**config.mk**
```make
export PLATFORM = sky130hd
export DESIGN_NAME = ahbl_apb_bridge_mslot
export DESIGN_NICKNAME = d
export VERILOG_FILES = /design/src/rtl/ahbl_apb_bridge_mslot.sv
export SDC_FILE = /design/constraint.sdc
export NUM_CORES = 1
export LEC_CHECK = 0
export CORE_ASPECT_RATIO = 1.75
export CORE_UTILIZATION = 43
export CTS_CLUSTER_DIAMETER = 100
export CTS_CLUSTER_SIZE = 25
export DETAILED_ROUTE_END_ITERATION = 7
export PLACE_DENSITY = 0.82
export SYNTH_ARGS = -nofsm -noshare
export SYNTH_HDL_FRONTEND = slang
export SYNTH_SLANG_ARGS = --single-unit
```
**constraint.sdc**
```tcl
create_clock -name HCLK -period 1.7 [get_ports HCLK]
set_input_delay 0.17 -clock HCLK [delete_from_list [all_inputs] [get_ports HCLK]]
set_output_delay 0.17 -clock HCLK [all_outputs]
set_load 0.1 [all_outputs]
```
**src/rtl/ahbl_apb_bridge_mslot.sv**
```systemverilog
// AHB-Lite slave to APB3 master bridge with up to 16 decoded APB slots,
// PREADY wait states, PSLVERR/unmapped error responses and optional PREADY timeout.
module ahbl_apb_bridge_mslot #(
  parameter int NUM_SLOTS = 16,
  parameter int SLOT_LSB  = 8,
  parameter int TIMEOUT   = 0
) (
  input  logic                 HCLK,
  input  logic                 HRESETN,
  input  logic                 HSEL,
  input  logic [31:0]          HADDR,
  input  logic                 HWRITE,
  input  logic [1:0]           HTRANS,
  input  logic [2:0]           HSIZE,
  input  logic [31:0]          HWDATA,
  input  logic                 HREADYIN,
  output logic [31:0]          HRDATA,
  output logic                 HREADYOUT,
  output logic                 HRESP,
  output logic [NUM_SLOTS-1:0] PSEL,
  output logic [31:0]          PADDR,
  output logic                 PWRITE,
  output logic                 PENABLE,
  output logic [31:0]          PWDATA,
  input  logic [31:0]          PRDATA,
  input  logic                 PREADY,
  input  logic                 PSLVERR
);

  typedef enum logic [2:0] {
    S_IDLE, S_DPHASE, S_SETUP, S_ACCESS, S_DONE, S_ERR1, S_ERR2
  } state_e;

  state_e               state_q, state_d;
  logic                 hreadyout_q, hreadyout_d;
  logic                 hresp_q, hresp_d;
  logic [31:0]          hrdata_q, hrdata_d;
  logic [NUM_SLOTS-1:0] psel_q, psel_d;
  logic                 penable_q, penable_d;
  logic                 pwrite_q, pwrite_d;
  logic [31:0]          paddr_q, paddr_d;
  logic [31:0]          pwdata_q, pwdata_d;
  logic [31:0]          addr_q, addr_d;
  logic                 write_q, write_d;
  logic [3:0]           slot_q, slot_d;
  logic [15:0]          cnt_q, cnt_d;
  logic                 accept;
  logic                 unused_hsize;

  // Transfer size is irrelevant: every access moves a full word.
  assign unused_hsize = ^HSIZE;
  assign accept = HSEL & HREADYIN & HTRANS[1];

  always_comb begin
    state_d     = state_q;
    hrdata_d    = hrdata_q;
    psel_d      = psel_q;
    penable_d   = penable_q;
    pwrite_d    = pwrite_q;
    paddr_d     = paddr_q;
    pwdata_d    = pwdata_q;
    addr_d      = addr_q;
    write_d     = write_q;
    slot_d      = slot_q;
    cnt_d       = cnt_q;

    case (state_q)
      S_IDLE, S_DONE, S_ERR2: begin
        if (accept) begin
          state_d = S_DPHASE;
          addr_d  = HADDR;
          write_d = HWRITE;
          slot_d  = HADDR[SLOT_LSB+3:SLOT_LSB];
        end else begin
          state_d = S_IDLE;
        end
      end
      S_DPHASE: begin
        pwdata_d = HWDATA;
        if ({1'b0, slot_q} < 5'(NUM_SLOTS)) begin
          state_d  = S_SETUP;
          paddr_d  = addr_q;
          pwrite_d = write_q;
          for (int i = 0; i < NUM_SLOTS; i++) begin
            psel_d[i] = (slot_q == 4'(i));
          end
        end else begin
          state_d = S_ERR1;
        end
      end
      S_SETUP: begin
        state_d   = S_ACCESS;
        penable_d = 1'b1;
      end
      S_ACCESS: begin
        if (PREADY) begin
          psel_d    = '0;
          penable_d = 1'b0;
          cnt_d     = '0;
          if (PSLVERR) begin
            state_d = S_ERR1;
          end else begin
            state_d = S_DONE;
            if (!pwrite_q) hrdata_d = PRDATA;
          end
        end else begin
          cnt_d = cnt_q + 16'd1;
          // Counter value after this cycle equals the number of stalled cycles so far.
          if (TIMEOUT != 0 && ({1'b0, cnt_q} + 17'd1) == 17'(TIMEOUT)) begin
            state_d   = S_ERR1;
            psel_d    = '0;
            penable_d = 1'b0;
            cnt_d     = '0;
          end
        end
      end
      S_ERR1:  state_d = S_ERR2;
      default: state_d = S_IDLE;
    endcase

    hreadyout_d = (state_d == S_IDLE) || (state_d == S_DONE) || (state_d == S_ERR2);
    hresp_d     = (state_d == S_ERR1) || (state_d == S_ERR2);
  end

  always_ff @(posedge HCLK) begin
    if (!HRESETN) begin
      state_q     <= S_IDLE;
      hreadyout_q <= 1'b1;
      hresp_q     <= 1'b0;
      hrdata_q    <= '0;
      psel_q      <= '0;
      penable_q   <= 1'b0;
      pwrite_q    <= 1'b0;
      paddr_q     <= '0;
      pwdata_q    <= '0;
      addr_q      <= '0;
      write_q     <= 1'b0;
      slot_q      <= '0;
      cnt_q       <= '0;
    end else begin
      state_q     <= state_d;
      hreadyout_q <= hreadyout_d;
      hresp_q     <= hresp_d;
      hrdata_q    <= hrdata_d;
      psel_q      <= psel_d;
      penable_q   <= penable_d;
      pwrite_q    <= pwrite_d;
      paddr_q     <= paddr_d;
      pwdata_q    <= pwdata_d;
      addr_q      <= addr_d;
      write_q     <= write_d;
      slot_q      <= slot_d;
      cnt_q       <= cnt_d;
    end
  end

  assign HRDATA    = hrdata_q;
  assign HREADYOUT = hreadyout_q;
  assign HRESP     = hresp_q;
  assign PSEL      = psel_q;
  assign PADDR     = paddr_q;
  assign PWRITE    = pwrite_q;
  assign PENABLE   = penable_q;
  assign PWDATA    = pwdata_q;

endmodule

```
After elaboration in Yosys (flattened, before gate mapping)
Index checks and enable logic that the tools add are counted.
{"block": "word_totals", "ff_bits": 156, "inputBits": 108, "word_cells": 62}
{"block": "classes", "n_eq_ne": 25, "n_mux": 8, "bitwise": 4, "n_reduce_logical": 13}
{"operator": "$eq A4 B4 Y1 const B", "count": 8}
{"operator": "$pmux W16 S2", "count": 1}
{"operator": "$eq A3 B3 Y1 const B", "count": 6}
{"operator": "$eq A4 B3 Y1 const B", "count": 4}
{"operator": "$mux W16", "count": 1}
{"operator": "$pmux W3 S5", "count": 1}
{"operator": "$eq A4 B2 Y1 const B", "count": 2}
{"operator": "$eq A3 B2 Y1 const B", "count": 2}
{"operator": "$logic_not A3 Y1", "count": 2}
{"operator": "$reduce_and A2 Y1", "count": 3}
{"operator": "$eq A4 B1 Y1 const B", "count": 1}
{"operator": "$logic_not A4 Y1", "count": 1}
{"operator": "$reduce_and A4 Y1", "count": 1}
{"operator": "$reduce_bool A2 Y1", "count": 2}
{"operator": "$eq A3 B1 Y1 const B", "count": 1}
{"operator": "$logic_or A1 B1 Y1", "count": 3}
{"operator": "$mux W1", "count": 3}
{"operator": "$mux W3", "count": 1}
{"operator": "$reduce_or A3 Y1", "count": 1}
{"operator": "$and A1 B1 Y1", "count": 2}
{"operator": "$ne A2 B2 Y1 const B", "count": 1}
{"operator": "$not A1 Y1", "count": 2}
{"operator": "$pmux W1 S2", "count": 1}

Depth between registers and ports, before layout
{"block": "depth", "word_depth": 7, "mapped_depth": 6, "ltp_nobuf": 3}

Worst setup path after synthesis
Ideal clock, no wire load.
{"block": "synth_path", "path_type": "register to register", "from": "register pwrite_q, in the netlist PWRITE", "to": "register hrdata_q[19], in the netlist HRDATA[19]", "arrival_time_ns": 1.794, "slack_ns": -0.165, "stages_incl_launch_ff": 5, "path_buffers": 1, "synth_period_minus_slack_ns": 1.865, "cell_sequence": "dfxtp_1 > or3b_1 > clkbuf_1 > o21ai_0 > a21oi_1"}
{"block": "synth_via", "elab_chain_cells": 2}
{"item": "start, declared", "line": "40", "text": "logic pwrite_q, pwrite_d;"}
{"item": "start signal, assigned", "line": "147", "text": "pwrite_q <= pwrite_d;"}
{"item": "$not A1 Y1 (no line)"}
{"item": "$reduce_and A4 Y1 (no line)"}
{"item": "end signal, assigned", "line": "144", "text": "hrdata_q <= hrdata_d;"}
{"item": "end, declared", "line": "37", "text": "logic [31:0] hrdata_q, hrdata_d;"}
Every way passes these cells.
A chain may end at the register's enable or synchronous reset.

Worst setup path after layout
{"block": "layout_path", "from": "register state_q[0]", "to": "register pwdata_q[18], in the netlist PWDATA[18]"}
{"block": "layout_via", "elab_chain_cells": 1}
{"item": "start, declared", "line": "34", "text": "state_e state_q, state_d;"}
{"item": "start signal, assigned", "line": "141", "text": "state_q <= state_d;"}
{"item": "$eq A3 B1 Y1", "line": "67", "text": "case (state_q)"}
{"item": "end signal, assigned", "line": "149", "text": "pwdata_q <= pwdata_d;"}
{"item": "end, declared", "line": "42", "text": "logic [31:0] pwdata_q, pwdata_d;"}
Every way passes these cells.

==> results.md <==
- Mapped Area: around 0.0057 mm2
- Initial core utilization: 0.439
- YS warnings: 0
- Slew headroom: 0.678
- Most common cell after layout, fill and taps aside: dfxtp_1
- Pin count of the biggest net entering global routing: 99
- Switching part of the total: 0.242
- First-pass GRT wire length: between 20000 and 30000 um
- Peak Freq: 0.663 GHz
- Area contributors post-synth: dfxtp_1 (54%), a21oi_1 (12%), nand2_1 (8.7%)
- Dpl cells: 1022
- Critical path required time: 2.02 ns
- Hold Path Cell Cnt: 3
- Root buffer cell: clkbuf_16
- Area growth from synthesis to layout: 49.3%
- Antenna fix cells: 0
- Finished Cell Area: 0.00844 mm2
- Drt initial violations: approximately 300
- Max Cap Violations: 0
- Reg2reg start: state_q[0]$_SDFF_PN0_
- Post-synth cell types: 37
- GP Congestion: 0.779
- Reg2reg end: PWDATA[18]$_SDFFE_PN0P_
- HPWL Detailed: between 10000 and 15000 um
- RSZ-0062 raised after global routing: false
- Syn nets: 777
- Worst r2r path cells: 5
- Area occupied by multi-input gates: 0.00227 mm2
- GRT overflow: 0
- Mapped Cells: 669
- Core Rows: 55
- HP Class: input port to register
- Top Ports: between 200 and 250
- Setup TNS: 0 ns
- Clock skew: 0.0129 ns
- First-pass DRT Iterations: 7
- H-tree Lvls: 4
- Wirelength per Cell: 15.6 um
- Vias in the first global route: 5293
- Worst setup path class: register to register
- Reg2Reg Setup Slack: 0.19 ns
- Fin cells: approximately 1.1k
- Register area: 0.00304 mm2
- Worst path max stage delay: 0.39 ns
- All-Layer GR Usage: 0.241
- Top fanout value on the critical path: 39
- Worst-path cell with the longest stage delay: dfxtp_1
- Remaining DRCs: 0
- Core ar.: about 0.013 mm2
- WP buf/inv: 2
- Internal power: slightly below 7 mW
- Fin. Hold Viols: 0
- Worst vdd ir: 798 uV
- Synthesized area per cell: 8.45 um2
- Share of layout cells above drive strength 1: 0.205
- Hold Path Origin: HWDATA[2]
- Endpoints failing setup: 0
- Vias: 5507
- Fill cell count: 1063
- Status: completed
- CP Data Arrival Time: 1.83 ns
- Die Wd: 88.7 um
- CTS tree: built
- NumNets Final: a little under 1k
- Sequential-to-total area share from yosys stat: 0.538
- Fin. max-slew vios: 0
- Period minus WS final: 1.51 ns
- Crit start category: register
- Die area: 0.0136 mm2
- Hold endpoint: PWDATA[2]$_SDFFE_PN0P_
- Flop pwr share: 0.410
- Antenna violations before repair: 0
- Vias/cell: 5.23
- Die span in y: 154 um
- Power density over cell area: 1060 mW/mm2
- Clk sinks: 152
- Most frequent cells in the layout: dfxtp_1 (151), a21oi_1 (132), buf_4 (132)
- Net Sw Power: ~2.2 mW
- CTS Buf Count: 17
- Routed Antenna Nets: 0
- Post-CTS setup buffers: 0
- Number of synthesized register bits: between 150 and 200
- Clock Power Share: 0.477
- Tcrit/Tclk final: 0.887
- Leakage: 3.17 nW
- Critical Path End Type: register
- Total wire length: 16500 um
- Yosys top cell area share: 0.538
- Area after DPL: 0.00777 mm2
- Clk_lat worst skew: 0.41 ns
- IO buf count: 219
- Clk buf depth: 2
- Crit path cell chain: buf_4 > nor3b_4 > buf_12 > nand2_1 > a21oi_1
- Total Power: 8.97 mW
- Worst-margin pin slew: 0.483 ns
- Worst-path clk slew: approximately 0.060 ns
- Delay-heaviest family, CP: buffers and inverters
- Post-cts resize count: 0
- Post-CTS Hold Fix Bufs: 0
- Post-synth top area cell: dfxtp_1
- Combinational group share of total power: 0.113
stage by stage:
step	hold slack [ns]	utilization	setup WS, ns
finish	0.304	0.656	0.192
detailed placement	0.434	0.604	0.0786
global placement	0.425	0.604	0.101
floorplan	0.306	-	0.172
global route	0.300	0.656	0.0894
CTS	0.289	0.656	0.181
tightest hold or removal path, stage by stage:
cell	delay, ns
clkdlybuf4s50_1	0.39
nand2_1	0.05
a21oi_1	0.05
Yosys cell counts:
master	n
and3_1	1
and3b_1	3
or3_1	1
clkbuf_1	31
nor2_1	4
inv_2	1
nand2b_1	3
a2bb2oi_1	1
buf_2	18
a31oi_1	1
nand2_1	131
nor3b_2	2
mux2_2	1
o21ai_0	56
buf_6	7
buf_4	7
and4b_1	2
a22o_1	2
o2bb2ai_1	12
inv_1	2
nand3_1	70
nor3_1	3
or3_4	1
nor2b_1	1
a21boi_0	1
dfxtp_1	152
o21ai_1	9
a32o_1	2
o2111a_1	1
a21oi_1	132
nor3b_1	1
a31oi_2	1
nand4_1	2
or3b_1	2
nand4b_1	1
mux2i_1	2
nand3b_1	2
layer usage:
metal,routed length (um),GRT usage,vias to the layer above
li1,-,-,2718
met1,6190,0.261,2538
met2,8660,0.423,200
met3,906,0.0537,51
met4,700,0.128,0
met5,0,0,-
flip-flops by register name (all words and copies together) (netlist names):
signal,flops
write_q,1
HRDATA,32
PSEL,16
PWRITE,1
state_q,3
PADDR,32
PWDATA,32
PENABLE,1
HRESP,1
addr_q,32
HREADYOUT,1
layout make-up:
cell class	instances	area share
Multi-Input combinational cell	451	0.270
Sequential cell	152	0.361
Inverter	3	0.00163
Timing Repair Buffer	245	0.263
Tap cell	171	0.0254
Clock buffer	18	0.0509
Clock inverter	13	0.0286
cells by family (layout without fill, tap and decap cells):
logic type             Yosys count  count (layout)  synth area share
AO/OA/AOI/OAI                  218             218             0.208
buffers and inverters           66             279            0.0618
flip-flops                     152             152             0.538
multiplexers                     3               3           0.00553
AND/OR/NAND/NOR                230             230             0.186
power groups by stage:
stage	Sequential [mW]	Clock, mW	Combinational, mW
2_1_floorplan	4.03	0	0.300
3_3_place_gp	3.75	0	1.00
3_5_place_dp	3.75	0	1.01
4_1_cts	3.67	4.34	1.01
5_1_grt	3.68	4.51	1.06
6_report	3.67	4.28	1.01
worst max-delay path by stage:
stage	start	end	slack, ns	cells past startpoint
CTS	state_q[0]$_SDFF_PN0_	PWDATA[18]$_SDFFE_PN0P_	0.18	5
finish	state_q[0]$_SDFF_PN0_	PWDATA[18]$_SDFFE_PN0P_	0.19	5
floorplan	PWRITE$_SDFFE_PN0P_	HRDATA[19]$_SDFFE_PN0P_	0.17	4
global route	state_q[0]$_SDFF_PN0_	PWDATA[31]$_SDFFE_PN0P_	0.09	5
detailed placement	PREADY	PSEL[8]$_SDFFE_PN0P_	0.08	6
global placement	PREADY	PSEL[10]$_SDFFE_PN0P_	0.10	6
Power figures use the tool's default switching activity.
